`config.mk`:
```
export PLATFORM = sky130hd
export DESIGN_NAME = quad_decoder
export DESIGN_NICKNAME = d
export VERILOG_FILES = /design/src/rtl/quad_decoder.sv
export SDC_FILE = /design/constraint.sdc
export NUM_CORES = 1
export LEC_CHECK = 0
export BUFFER_PORTS_ARGS = -buffer_cell sky130_fd_sc_hd__buf_2
export CAP_MARGIN = 30
export CORE_MARGIN = 2
export CORE_UTILIZATION = 47
export CTS_CLUSTER_SIZE = 20
export DETAILED_ROUTE_END_ITERATION = 8
export GPL_ROUTABILITY_DRIVEN = 0
export PLACE_DENSITY = 0.75
export SYNTH_ARGS = -nofsm -noshare
export SYNTH_HDL_FRONTEND = slang
export SYNTH_SLANG_ARGS = --single-unit
```
`constraint.sdc`:
```
create_clock -name clk -period 4.5 [get_ports clk]
set_input_delay 0.45 -clock clk [delete_from_list [all_inputs] [get_ports clk]]
set_output_delay 0.45 -clock clk [all_outputs]
set_load 0.01 [all_outputs]
```
`src/rtl/quad_decoder.sv`:
```
// Quadrature rotary-encoder decoder: synchronize, glitch-filter, track Gray phase,
// emit cw/ccw detent pulses, a wrapping position count and illegal-transition errors.
module quad_decoder #(
   parameter int SYNC_STAGES   = 2,
   parameter int FILTER_CYCLES = 4,
   parameter int COUNT_W       = 8
) (
   input  logic               clk,
   input  logic               reset,
   input  logic               a,
   input  logic               b,
   output logic               cw,
   output logic               ccw,
   output logic [COUNT_W-1:0] position,
   output logic               err
);

   localparam int CNT_W = $clog2(FILTER_CYCLES + 1);

   typedef enum logic [1:0] {P00 = 2'b00, P01 = 2'b01, P11 = 2'b11, P10 = 2'b10} phase_t;

   logic [SYNC_STAGES-1:0] a_sync, b_sync;
   logic [1:0]             s, cand, f;
   logic [CNT_W-1:0]       stab_cnt, cnt_nxt;
   phase_t                 state;
   logic [1:0]             st;
   logic signed [3:0]      sub, sub_upd;
   logic                   cw_step, ccw_step, illegal;

   always_ff @(posedge clk) begin
      if (reset) begin
         a_sync <= '0;
         b_sync <= '0;
      end else begin
         a_sync <= {a_sync[SYNC_STAGES-2:0], a};
         b_sync <= {b_sync[SYNC_STAGES-2:0], b};
      end
   end

   assign s = {a_sync[SYNC_STAGES-1], b_sync[SYNC_STAGES-1]};

   always_comb begin
      cnt_nxt = stab_cnt;
      if (s != cand)
         cnt_nxt = CNT_W'(1);
      else if (stab_cnt < CNT_W'(FILTER_CYCLES))
         cnt_nxt = stab_cnt + CNT_W'(1);
   end

   // f takes the candidate on the same edge the stability count reaches its target
   always_ff @(posedge clk) begin
      if (reset) begin
         cand     <= 2'b00;
         stab_cnt <= '0;
         f        <= 2'b00;
      end else begin
         cand     <= s;
         stab_cnt <= cnt_nxt;
         if (cnt_nxt == CNT_W'(FILTER_CYCLES) && s != f)
            f <= s;
      end
   end

   // Clockwise successor of phase {x,y} is {y,~x}
   assign st       = state;
   assign cw_step  = (f == {st[0], ~st[1]});
   assign ccw_step = (st == {f[0], ~f[1]});
   assign illegal  = ((f ^ st) == 2'b11);

   always_comb begin
      sub_upd = sub;
      if (cw_step)
         sub_upd = (sub == 4'sd4) ? sub : sub + 4'sd1;
      else if (ccw_step)
         sub_upd = (sub == -4'sd4) ? sub : sub - 4'sd1;
   end

   always_ff @(posedge clk) begin
      if (reset) begin
         state    <= P00;
         sub      <= '0;
         position <= '0;
         cw       <= 1'b0;
         ccw      <= 1'b0;
         err      <= 1'b0;
      end else begin
         cw  <= 1'b0;
         ccw <= 1'b0;
         err <= 1'b0;
         if (illegal) begin
            err   <= 1'b1;
            sub   <= '0;
            state <= phase_t'(f);
         end else if (cw_step || ccw_step) begin
            state <= phase_t'(f);
            if (phase_t'(f) == P00) begin
               sub <= '0;
               if (sub_upd == 4'sd4) begin
                  cw       <= 1'b1;
                  position <= position + COUNT_W'(1);
               end else if (sub_upd == -4'sd4) begin
                  ccw      <= 1'b1;
                  position <= position - COUNT_W'(1);
               end
            end else begin
               sub <= sub_upd;
            end
         end
      end
   end

endmodule
```
Word level (Yosys, flattened, before mapping)
Cells that the tools add are included.
{"block": "op_classes", "n_reduce_logical": 9, "n_lt_le_gt_ge": 1, "n_mux": 14, "n_bitwise": 6, "add_sub_neg": 5, "eq_ne": 10}
{"operator": "2-to-1 mux 4 bit", "n": 5}
{"operator": "2-to-1 mux 8 bit", "n": 2}
{"operator": "adder 8 x 1 -> 8 bit, second input constant", "n": 1}
{"operator": "equality test 4 x 3 -> 1 bit, second input constant", "n": 2}
{"operator": "equality test 4 bit, second input constant", "n": 2}
{"operator": "subtractor 8 x 1 -> 8 bit, second input constant", "n": 1}
{"operator": "2-to-1 mux 3 bit", "n": 2}
{"operator": "inverter 1 bit", "n": 5}
{"operator": "OR reduction 5 bit", "n": 1}
{"operator": "adder 4 x 2 -> 4 bit, second input constant", "n": 1}
{"operator": "equality test 2 bit", "n": 2}
{"operator": "2-to-1 mux 2 bit", "n": 2}
{"operator": "!= test 2 bit", "n": 2}
{"operator": "AND reduction 4 bit", "n": 1}
{"operator": "nonzero test 2 bit", "n": 2}
{"operator": "OR reduction 4 bit", "n": 1}
{"operator": "subtractor 4 x 2 -> 4 bit, second input constant", "n": 1}
{"operator": "adder 3 x 1 -> 3 bit, second input constant", "n": 1}
{"operator": "equality test 3 bit, second input constant", "n": 1}
{"operator": "< comparator 3 bit, second input constant", "n": 1}
{"operator": "2-to-1 mux 1 bit", "n": 3}
{"operator": "equality test 2 bit, second input constant", "n": 1}
{"operator": "logical NOT 2 bit", "n": 1}
{"operator": "OR reduction 2 bit", "n": 1}
{"operator": "3 further kinds", "n": 3}
{"block": "word_totals", "output_inout_bits": 11, "in_bits": 4, "ff_bits": 28, "word_cells": 56}

Depth between registers and ports, before layout
Gate-level depths: netlist of the first run.
{"block": "depth", "word_depth": 7, "ltp_mapped": 15, "ltp_nobuf": 15}

Least setup slack after synthesis of the first run
Ideal clock, no wire load.
{"block": "synth_timing", "path_kind": "flip-flop to flip-flop", "startpoint": "register sub[0]", "endpoint": "register position[7]", "t_required_ns": 4.429, "arrival_time_ns": 3.601, "synth_period_minus_slack_ns": 3.671, "setup_ns": 0.071, "path_buffers": 0, "path_stages_with_launch": 16, "slack_ns": 0.829, "cell_sequence": "dfxtp_1 inv_1 ha_1 and3_1 and2_1 o31a_1 nor3_4 nand3_1 ha_1 a21o_1 a21oi_1 o21ai_0 o41ai_1 a31oi_1 or4_1 a21oi_1"}
{"block": "synth_via", "elab_chain_cells": 7, "elab_cells_between_ends": 13, "classes_between": "add/sub (2); eq/ne (4); mux (5); reduce/logical (2)"}
{"item": "start: declaration", "line_no": "27", "text": "logic signed [3:0] sub, sub_upd;"}
{"item": "start signal: assignment", "line_no": "106", "text": "sub <= sub_upd;"}
{"item": "subtractor 4 x 2 -> 4 bit / equality test 4 x 3 -> 1 bit (equally long branches)", "line_no": "75", "text": "sub_upd = (sub == -4'sd4) ? sub : sub - 4'sd1;"}
{"item": "2-to-1 mux 4 bit", "line_no": "75"}
{"item": "2-to-1 mux 4 bit", "line_no": "74", "text": "else if (ccw_step)"}
{"item": "2-to-1 mux 4 bit *", "line_no": "72", "text": "if (cw_step)"}
{"item": "equality test 4 bit / equality test 4 x 3 -> 1 bit (equally long branches)", "line_no": "98, 101"}
{"item": "nonzero test 2 bit (no source line)"}
{"item": "AND reduction 4 bit (no source line)"}
{"item": "end signal: assignment", "line_no": "100", "text": "position <= position + COUNT_W'(1);"}
{"item": "end signal: assignment", "line_no": "103", "text": "position <= position - COUNT_W'(1);"}
{"item": "end: declaration", "line_no": "14", "text": "output logic [COUNT_W-1:0] position,"}
Every way passes the cells marked *; elsewhere a longest branch is shown, timed or not.
A chain may end at the register's enable or synchronous reset.

Worst setup path in the final report of the first run
Ends and elaborated chain as after synthesis.

==> flow_summary_export.csv, run 1 <==
group,metric,value,unit
timing,finalHoldWorstSlack,0.320,ns
route,drtAntennaViolNets,0,
timing,setup_viol_count_final,0,
die,start_util,50.3,%
clock_network,postCtsHoldBufs,0,
cells_and_area,area_growth,8.17,%
grt,overflow,0,
cells_and_area,drive_above_1_share,13.3,%
timing,hold_violations,0,
timing,rsz0062_at_grt,"no",
synthesis,synth_top_family_by_area,"simple AND/OR/NAND/NOR gates",
power,power.leakage,0.749,nW
route,routed_via_density,5.47,
flow_run,cap_violations,0,
place,dp_hpwl,2140,um
cells_and_area,multi_input_area,940,um^2
timing,skew,0.00225,ns
synthesis,synth_top_area_share,35.9,%
hold_path,worstHoldPathType,"in -> reg",
synthesis,synth_compound_area_share,12.0,%
setup_path,timing_worst_setup_path_type,"reg -> reg",
clock_network,clock-root-buffer,"clkbuf_4",
timing,clock.fmax,0.239,GHz
clock_network,cts_tree,"built",
setup_path,r2r_setup_slack,0.32,ns
grt,grt_usage,16.6,%
synthesis,async_reset_ff_share,0,%
synthesis,synth_xor_area_share,12.8,%
clock_network,cts_setup_buffers,0,
clock_network,clkSinkCount,28,
cells_and_area,final_cell_area,1690,um^2
route,first_pass_iters,4,
die,fp.coreArea,3100,um^2
place,preCtsSetupSlack,0.389,ns
run_status,status,"finished, final reports clean",
synthesis,synth-seq-cells,28,
grt,grt_pass1_wl,4740,um
cells_and_area,finalNonFillerCells,224,
synthesis,muxShareOfSynthArea,5.13,%
die,die_h,61.6,um
timing,setup_slack,0.322,ns
timing,period_minus_slack,4.18,ns
synthesis,seq_area_frac_synth,35.9,%
cells_and_area,insertedDiodeCount,0,
clock_network,cts_resized,0,
power,fin_total_pwr,446,uW
die,placementRows,20,
synthesis,yosys.area_share.simple,21.7,%
die,die_area,3800,um^2
timing,slew_violations,0,
synthesis,synth_edf_count,0,
power,power_density,264,nW/um^2
place,dpl.cell_count,220,
place,port_buffers,14,
setup_path,crit_path_max_fanout,8,
timing,fin_crit_sh,92.8,%
route,wl,2860,um
setup_path,required,4.77,ns
route,drt_iter0_drc,52,
grt,grt_pass1_vias,1142,
route,route.detailed.drc,0,
timing,relSlewSlack,58.7,%
clock_network,clk_latency,0.32,ns
cells_and_area,fillCellCount,317,
cells_and_area,register_area,561,um^2
cells_and_area,final_core_util,54.4,%
setup_path,startpoint_type,"flip-flop",
synthesis,synthAdderAreaFrac,8.49,%
route,num_vias,1226,
synthesis,synth.distinct_cells,39,
synthesis,netlist_area,1560,um^2
setup_path,cp-end-kind,"flip-flop",
synthesis,syn_inst,169,
clock_network,ctsHtreeMaxLevel,1,
cells_and_area,final_nets,195,
grt,grt_max_degree,22,
clock_network,cts_made_buffers,3,
timing,worstMarginPinSlew,0.614,ns
clock_network,clockBufferDepth,2,
synthesis,synth_area_per_cell,9.24,um^2
grt,antenna_found_initial,0,
clock_network,path_clk_slew,0.15,ns
synthesis,synth_flop_cell,"dfxtp_1",
place,place_area,1640,um^2
route,routedWlPerCell,12.8,um
synthesis,synthTopCellsByArea,"dfxtp_1 36%, ha_1 7.2%, nor2_1 6.0%",
synthesis,yosysTopAreaCell,"dfxtp_1",
die,ios,15,
power,ir_drop,0.166,mV
die,die_x,61.6,um
synthesis,ys_warn_count,0,
synthesis,syn_nets,183,
setup_path,arrival,4.45,ns
timing,tns,0,ns
## per-layer routing
layer | track usage (%) | vias to the layer above | part of all wire [%]
met5 | 0 | - | 0
li1 | - | 609 | -
met4 | 5.47 | 0 | 1.5
met3 | 3.15 | 6 | 3.1
met2 | 29.9 | 28 | 50
met1 | 19.7 | 583 | 45
## flip-flops by register name (all words and copies together), names as in the netlist, 2 cells and up
register  count
stab_cnt      3
position      8
st            2
cand          2
b_sync        2
f             2
sub           4
a_sync        2
## cells in the final DEF (no fill, tap or decap)
master and count:
a31oi_1 1, inv_1 3, mux2i_1 8, o31a_1 1
a21o_1 2, xnor2_1 10, xnor2_4 1, and2_1 1
o21ai_0 4, nand2_1 6, nor3_4 1, xnor2_2 2
nor3_1 7, bufinv_16 1, nand4b_1 1, nand3_1 3
o22a_1 2, fa_1 1, nand2b_1 2, o41ai_1 1
or3_1 2, nor2_1 25, or4_1 3, xor2_1 6
and3_1 3, a21oi_1 8, or2_2 2, o211a_1 1
nor4_1 2, clkbuf_4 3, ha_1 9, o21bai_1 1
o31ai_1 2, dfxtp_1 28, a32oi_1 1, o211ai_1 2
a22oi_1 2, nor2b_1 8, buf_2 14
## cell usage after synthesis, drive strengths merged (2+ instances only)
library cell,n
dfxtp,28
nand2b,2
xor2,6
a22oi,2
nor2b,8
mux2i,8
o21ai,4
nor4,2
xnor2,13
a21o,2
and3,3
clkbuf,3
nor2,25
nand2,6
nand3,3
nor3,8
o31ai,2
inv,3
o22a,2
buf,4
o211ai,2
or3,2
a21oi,8
ha,9
or4,3
or2,2
## report_power, final
group	switching (mW)	internal, mW	leakage, nW
Sequential	0.00397	0.253	0.227
Clock	0.0753	0.0900	0.0279
Combinational	0.0128	0.0110	0.494
## final cells by class
cell class	instances	share of cell area [%]
Sequential cell	28	33.2
Inverter	3	0.667
Timing Repair Buffer	14	4.15
Clock buffer	3	1.33
Tap cell	44	3.26
Clock inverter	1	1.78
Multi-Input combinational cell	131	55.6
## critical path, cell delays in order (launching register included)
cell and delay, ns:
dfxtp_1 0.49, inv_1 0.07, ha_1 0.24, and3_1 0.22, and2_1 0.17, o31a_1 0.28, nor3_4 0.27, nand3_1 0.33
ha_1 0.41, a21o_1 0.18, a21oi_1 0.22, o21ai_0 0.16, o41ai_1 0.31, a31oi_1 0.10, or4_1 0.52, a21oi_1 0.14
## cell families after synthesis
group / Yosys count
muxes: 8
and+or+nand+nor: 66
AOI/OAI and AO/OA: 28
buffers and inverters: 10
DFF: 28
xor gates and xnor gates: 19
adders and majority gates: 10
## final timing paths
check	start	to	depth (start not counted)
worst max-delay path	sub[0]	position[7]	15
worst min-delay path	a	a_sync[0]	2
worst max register to register	sub[0]	position[7]	15
worst min register to register	a_sync[0]	a_sync[1]	1
(Power assumes the default switching activity.)
==> run 2: changes to the inputs <==
- clock period: 4.5 -> 4.8 ns (I/O delays scaled with it)
==> flow_summary_export.csv, run 2 (same netlist as run 1, synthesis figures left out) <==
group,metric,value,unit
run_status,status,"finished, final reports clean",
power,combPwrFrac,5.3,%
timing,worstMarginPinSlew,0.611,ns
clock_network,ctsHtreeMaxLevel,1,
timing,finalHoldWorstSlack,0.349,ns
grt,overflow,0,
clock_network,cts_resized,0,
power,switching_share,20.4,%
route,routed_via_density,5.32,
place,port_buffers,14,
clock_network,cts_setup_buffers,0,
setup_path,cp-end-kind,"flip-flop",
hold_path,worstHoldPathType,"in -> reg",
grt,grt_pass1_wl,4640,um
cells_and_area,multi_input_area,940,um^2
place,dp_hpwl,2130,um
timing,relSlewSlack,58.9,%
die,ios,15,
grt,grt_use_met3,3.78,%
timing,hold_violations,0,
grt,grt-busiest-layer,"met2",
flow_run,cap_violations,0,
grt,grt_usage,16.5,%
clock_network,clock-root-buffer,"clkbuf_4",
die,placementRows,20,
cells_and_area,register_area,561,um^2
timing,setup_viol_count_final,0,
power,power.leakage,0.749,nW
timing,rsz0062_at_grt,"no",
cells_and_area,reg_top3,"position: 8 flops, sub: 4 flops, stab_cnt: 3 flops",
clock_network,cts_made_buffers,3,
grt,grt_pass1_vias,1116,
setup_path,critPathBufInv,1,
power,seqPwrFrac,57.7,%
cells_and_area,final_cell_mix,"28 x dfxtp_1, 25 x nor2_1, 14 x buf_2",
timing,skew,0.00610,ns
die,fp.coreArea,3100,um^2
grt,grt_max_degree,22,
power,power.switching,85.2,uW
timing,fin_crit_sh,86.2,%
clock_network,clkSinkCount,28,
die,die_h,61.6,um
timing,slew_violations,0,
grt,use_met1,19.0,%
die,start_util,50.3,%
hold_path,worstHoldStart,"b",
route,first_pass_iters,4,
cells_and_area,fillCellCount,323,
clock_network,postCtsHoldBufs,0,
route,routedWlPerCell,12.4,um
cells_and_area,layout_commonest_cell,"dfxtp_1",
cells_and_area,final_core_util,54.4,%
place,place_area,1640,um^2
grt,antenna_found_initial,0,
route,wl,2780,um
setup_path,critPathMaxStageDelay,0.52,ns
timing,clock.fmax,0.242,GHz
hold_path,min_path_cells,2,
setup_path,r2r_cells,15,
setup_path,crit_path_top_delay_cell,"or4_1",
power,power_density,247,nW/um^2
route,num_vias,1192,
cells_and_area,drive_above_1_share,13.3,%
cells_and_area,final_nets,195,
cells_and_area,largest_reg_flops,8,
power,ir_drop,0.133,mV
clock_network,cts_tree,"built",
cells_and_area,regMostFlops,"position",
power,p_int,332,uW
setup_path,crit_path_max_fanout,8,
route,route.detailed.drc,0,
die,die_area,3800,um^2
cells_and_area,area_growth,8.17,%
cells_and_area,final_cell_area,1690,um^2
setup_path,startpoint_type,"flip-flop",
route,drtAntennaViolNets,0,
setup_path,required,5.07,ns
grt,grt.met2_usage,29.3,%
hold_path,whs_endpoint,"b_sync[0]",
timing,period_minus_slack,4.14,ns
setup_path,cp_cell_sequence,"inv_1, ha_1, and3_1, and2_1, o31a_1, nor3_4, nand3_1, ha_1, a21o_1, a21oi_1, o21ai_0, o41ai_1, a31oi_1, or4_1, a21oi_1",
die,die_x,61.6,um
clock_network,clk_latency,0.33,ns
power,clkPwrFrac,37.0,%
setup_path,r2r-start,"sub[0]",
route,drt_iter0_drc,31,
clock_network,path_clk_slew,0.15,ns
setup_path,arrival,4.41,ns
clock_network,clockBufferDepth,2,
timing,tns,0,ns
setup_path,timing_worst_setup_path_type,"reg -> reg",
setup_path,crit_family,"simple AND/OR/NAND/NOR gates",
setup_path,rr_endpoint,"position[7]",
cells_and_area,insertedDiodeCount,0,
setup_path,r2r_setup_slack,0.66,ns
-- run 2: cell counts in the layout (fill, tap and decap cells not counted) --
No cell type changed its count.
-- run 2: worst max-delay path by stage --
stage	slack [ns]	cells after the start	end	start
2_1_floorplan	1.13	15	position[7]	sub[0]
3_3_place_gp	0.82	15	position[7]	sub[0]
3_5_place_dp	0.69	15	position[7]	sub[0]
4_1_cts	0.67	15	position[7]	sub[0]
5_1_grt	0.30	15	position[7]	sub[0]
6_report	0.66	15	position[7]	sub[0]
-- run 2: power by group through the flow --
stage          combinational (mW)  sequential, mW  clock, mW
3_5_place_dp               0.0222           0.246          0
3_3_place_gp               0.0209           0.245          0
2_1_floorplan              0.0181           0.245          0
4_1_cts                    0.0224           0.241      0.160
5_1_grt                    0.0247           0.242      0.169
6_report                   0.0221           0.241      0.154
-- run 2: worst register-to-register path, stage by stage (launching register included) --
cell and delay (ns):
dfxtp_1 0.48, inv_1 0.07, ha_1 0.24, and3_1 0.22, and2_1 0.17, o31a_1 0.28, nor3_4 0.27, nand3_1 0.33
ha_1 0.40, a21o_1 0.18, a21oi_1 0.22, o21ai_0 0.16, o41ai_1 0.31, a31oi_1 0.10, or4_1 0.52, a21oi_1 0.14
-- run 2: through the flow --
step           power (mW)  cells  worst slack, ns
4_1_cts             0.423    224            0.667
6_report            0.417    224            0.664
3_5_place_dp        0.268    220            0.694
5_1_grt             0.436    224            0.303
3_3_place_gp        0.266    220            0.819
2_1_floorplan       0.263    169             1.13
-- run 2: layer usage --
| metal | up-vias | wire length [um] |
|---|---|---|
| met5 | - | 0 |
| met4 | 0 | 38 |
| met3 | 4 | 84 |
| met2 | 26 | 1390 |
| met1 | 552 | 1260 |
| li1 | 610 | - |
-- run 2: cell type report --
class / count / area share [%]
Clock buffer: 3 / 1.33
Clock inverter: 1 / 1.78
Inverter: 3 / 0.667
Multi-Input combinational cell: 131 / 55.6
Sequential cell: 28 / 33.2
Tap cell: 44 / 3.26
Timing Repair Buffer: 14 / 4.15
==> run 3: changes to the inputs <==
- ABC_AREA: unset -> 1
- CORE_UTILIZATION: 47 -> 50
- CTS_CLUSTER_SIZE: 20 -> 24
- PLACE_DENSITY: 0.75 -> 0.78
==> flow_summary_export.csv, run 3 <==
group,metric,value,unit
run_status,status,"finished, final reports clean",
timing,fin_crit_sh,62.3,%
setup_path,cp-end-kind,"flip-flop",
timing,clock.fmax,0.334,GHz
die,start_util,53.5,%
synthesis,synth_flop_cell,"dfxtp_1",
cells_and_area,regMostFlops,"position",
grt,overflow,0,
route,route.detailed.drc,0,
clock_network,postCtsHoldBufs,0,
power,ir_drop,0.189,mV
setup_path,crit_path_max_fanout,9,
route,routed_via_density,4.84,
route,drt_iter0_drc,37,
clock_network,clock-root-buffer,"clkbuf_4",
cells_and_area,layout_commonest_cell,"nand2_1",
setup_path,startpoint_type,"flip-flop",
timing,setup_slack,1.81,ns
synthesis,synthMostInstantiatedCell,"nand2_1",
place,dpl.cell_count,287,
setup_path,required,5.05,ns
grt,grt-busiest-layer,"met2",
flow_run,cap_violations,0,
cells_and_area,final_cell_mix,"58 x nand2_1, 29 x nor2_1, 28 x dfxtp_1",
die,die_area,3800,um^2
timing,relSlewSlack,59.5,%
synthesis,seq_area_frac_synth,33.8,%
timing,skew,0.00560,ns
cells_and_area,final_cell_area,1810,um^2
grt,grt.met2_usage,28.9,%
place,dp_hpwl,2250,um
grt,antenna_found_initial,0,
synthesis,syn_inst,233,
synthesis,synth_edf_count,0,
die,die_h,61.6,um
route,wl,2900,um
route,drtAntennaViolNets,0,
synthesis,syn_nets,247,
die,die_x,61.6,um
clock_network,clk_latency,0.33,ns
grt,grt_pass1_wl,5000,um
die,fp.coreArea,3100,um^2
die,placementRows,20,
timing,worstMarginPinSlew,0.600,ns
timing,hold_violations,0,
route,first_pass_iters,4,
grt,grt_usage,17.4,%
place,place_area,1760,um^2
clock_network,clockBufferDepth,2,
grt,grt_use_met3,2.52,%
place,port_buffers,14,
grt,grt_pass1_vias,1250,
clock_network,cts_made_buffers,3,
route,routedWlPerCell,9.96,um
clock_network,ctsHtreeMaxLevel,1,
clock_network,cts_resized,0,
timing,tns,0,ns
timing,rsz0062_at_grt,"no",
synthesis,async_reset_ff_share,0,%
timing,period_minus_slack,2.99,ns
synthesis,netlist_area,1660,um^2
cells_and_area,insertedDiodeCount,0,
synthesis,yosysTopAreaCell,"dfxtp_1",
clock_network,path_clk_slew,0.15,ns
clock_network,cts_setup_buffers,0,
cells_and_area,final_core_util,58.4,%
synthesis,synth_area_per_cell,7.12,um^2
cells_and_area,final_nets,262,
route,num_vias,1409,
clock_network,clkSinkCount,28,
timing,finalHoldWorstSlack,0.332,ns
die,ios,15,
power,fin_total_pwr,422,uW
synthesis,synth-seq-cells,28,
cells_and_area,finalNonFillerCells,291,
synthesis,synthTopCellsByCount,"58 x nand2_1, 29 x nor2_1, 28 x dfxtp_1",
hold_path,worstHoldPathType,"in -> reg",
power,power.leakage,0.871,nW
clock_network,cts_tree,"built",
setup_path,arrival,3.24,ns
place,preCtsSetupSlack,1.83,ns
synthesis,ys_warn_count,0,
power,power_density,233,nW/um^2
synthesis,synthTopCellsByArea,"dfxtp_1 34%, nand2_1 13%, ha_1 6.8%",
cells_and_area,fillCellCount,329,
cells_and_area,drive_above_1_share,16.6,%
cells_and_area,largest_reg_flops,8,
timing,slew_violations,0,
grt,use_met1,22.8,%
cells_and_area,area_growth,9.20,%
timing,setup_viol_count_final,0,
cells_and_area,reg_top3,"position: 8 flops, sub: 4 flops, stab_cnt: 3 flops",
synthesis,synth.distinct_cells,33,
synthesis,synth_top_area_share,33.8,%
setup_path,timing_worst_setup_path_type,"reg -> reg",
grt,grt_max_degree,17,
-- run 3: cell count changes in the layout (fill, tap and decap cells not counted), sizes merged, moves of 6 or more --
cell	before	now
mux2i	8	0
inv	3	28
o21ai	4	10
nand3	3	14
xnor2	13	6
nand2	6	68
nor2	25	31
a21oi	8	20
nor3	8	1
nor2b	8	0
-- run 3: power breakdown --
part	leakage, nW	internal (mW)	switching, mW
Clock	0.0279	0.0845	0.0715
Sequential	0.227	0.237	0.00292
Combinational	0.616	0.0106	0.0159
-- run 3: logic make-up after synthesis --
logic type	after synthesis	share of synthesized area [%]
multiplexers	1	0.679
AND/OR/NAND/NOR	118	33.5
adder cells (fa/ha/maj)	10	7.99
flip-flops	28	33.8
AO/OA/AOI/OAI	33	10.6
buffers and inverters	33	8.14
XOR/XNOR	10	5.28
-- run 3: critical path, cell delays in order, from the launching register on --
cell,delay (ns)
dfxtp_1,0.43
inv_1,0.12
ha_1,0.24
nand2_1,0.09
inv_1,0.05
nand2_1,0.10
nand3_4,0.10
nand2_1,0.06
nand2_1,0.06
nand2_1,0.07
nand3_2,0.11
inv_1,0.09
nand2_2,0.14
ha_1,0.38
a21oi_1,0.17
nand2_1,0.12
a31oi_1,0.19
nand3_1,0.10
nand2_1,0.08
inv_1,0.06
a21oi_1,0.11
nor2_1,0.05
-- run 3: per-layer routing --
metal	vias to the layer above	part of all wire (%)
li1	764	-
met1	622	51
met2	18	46
met3	5	2.0
met4	0	1.3
met5	-	0
-- run 3: final timing paths --
kind / start / cells past startpoint / slack (ns) / end
max: sub[0] / 21 / 1.81 / position[7]
max reg2reg: sub[0] / 21 / 1.81 / position[7]
min reg2reg: a_sync[0] / 2 / 0.41 / a_sync[1]
min: b / 3 / 0.33 / b_sync[0]
-- run 3: cell type report --
cell class | count | area (um^2) | area share [%]
Sequential cell | 28 | 561 | 30.9
Tap cell | 44 | 55.1 | 3.04
Multi-Input combinational cell | 172 | 963 | 53.2
Inverter | 29 | 110 | 6.08
Clock buffer | 3 | 22.5 | 1.24
Clock inverter | 1 | 30.0 | 1.66
Timing Repair Buffer | 14 | 70.1 | 3.87
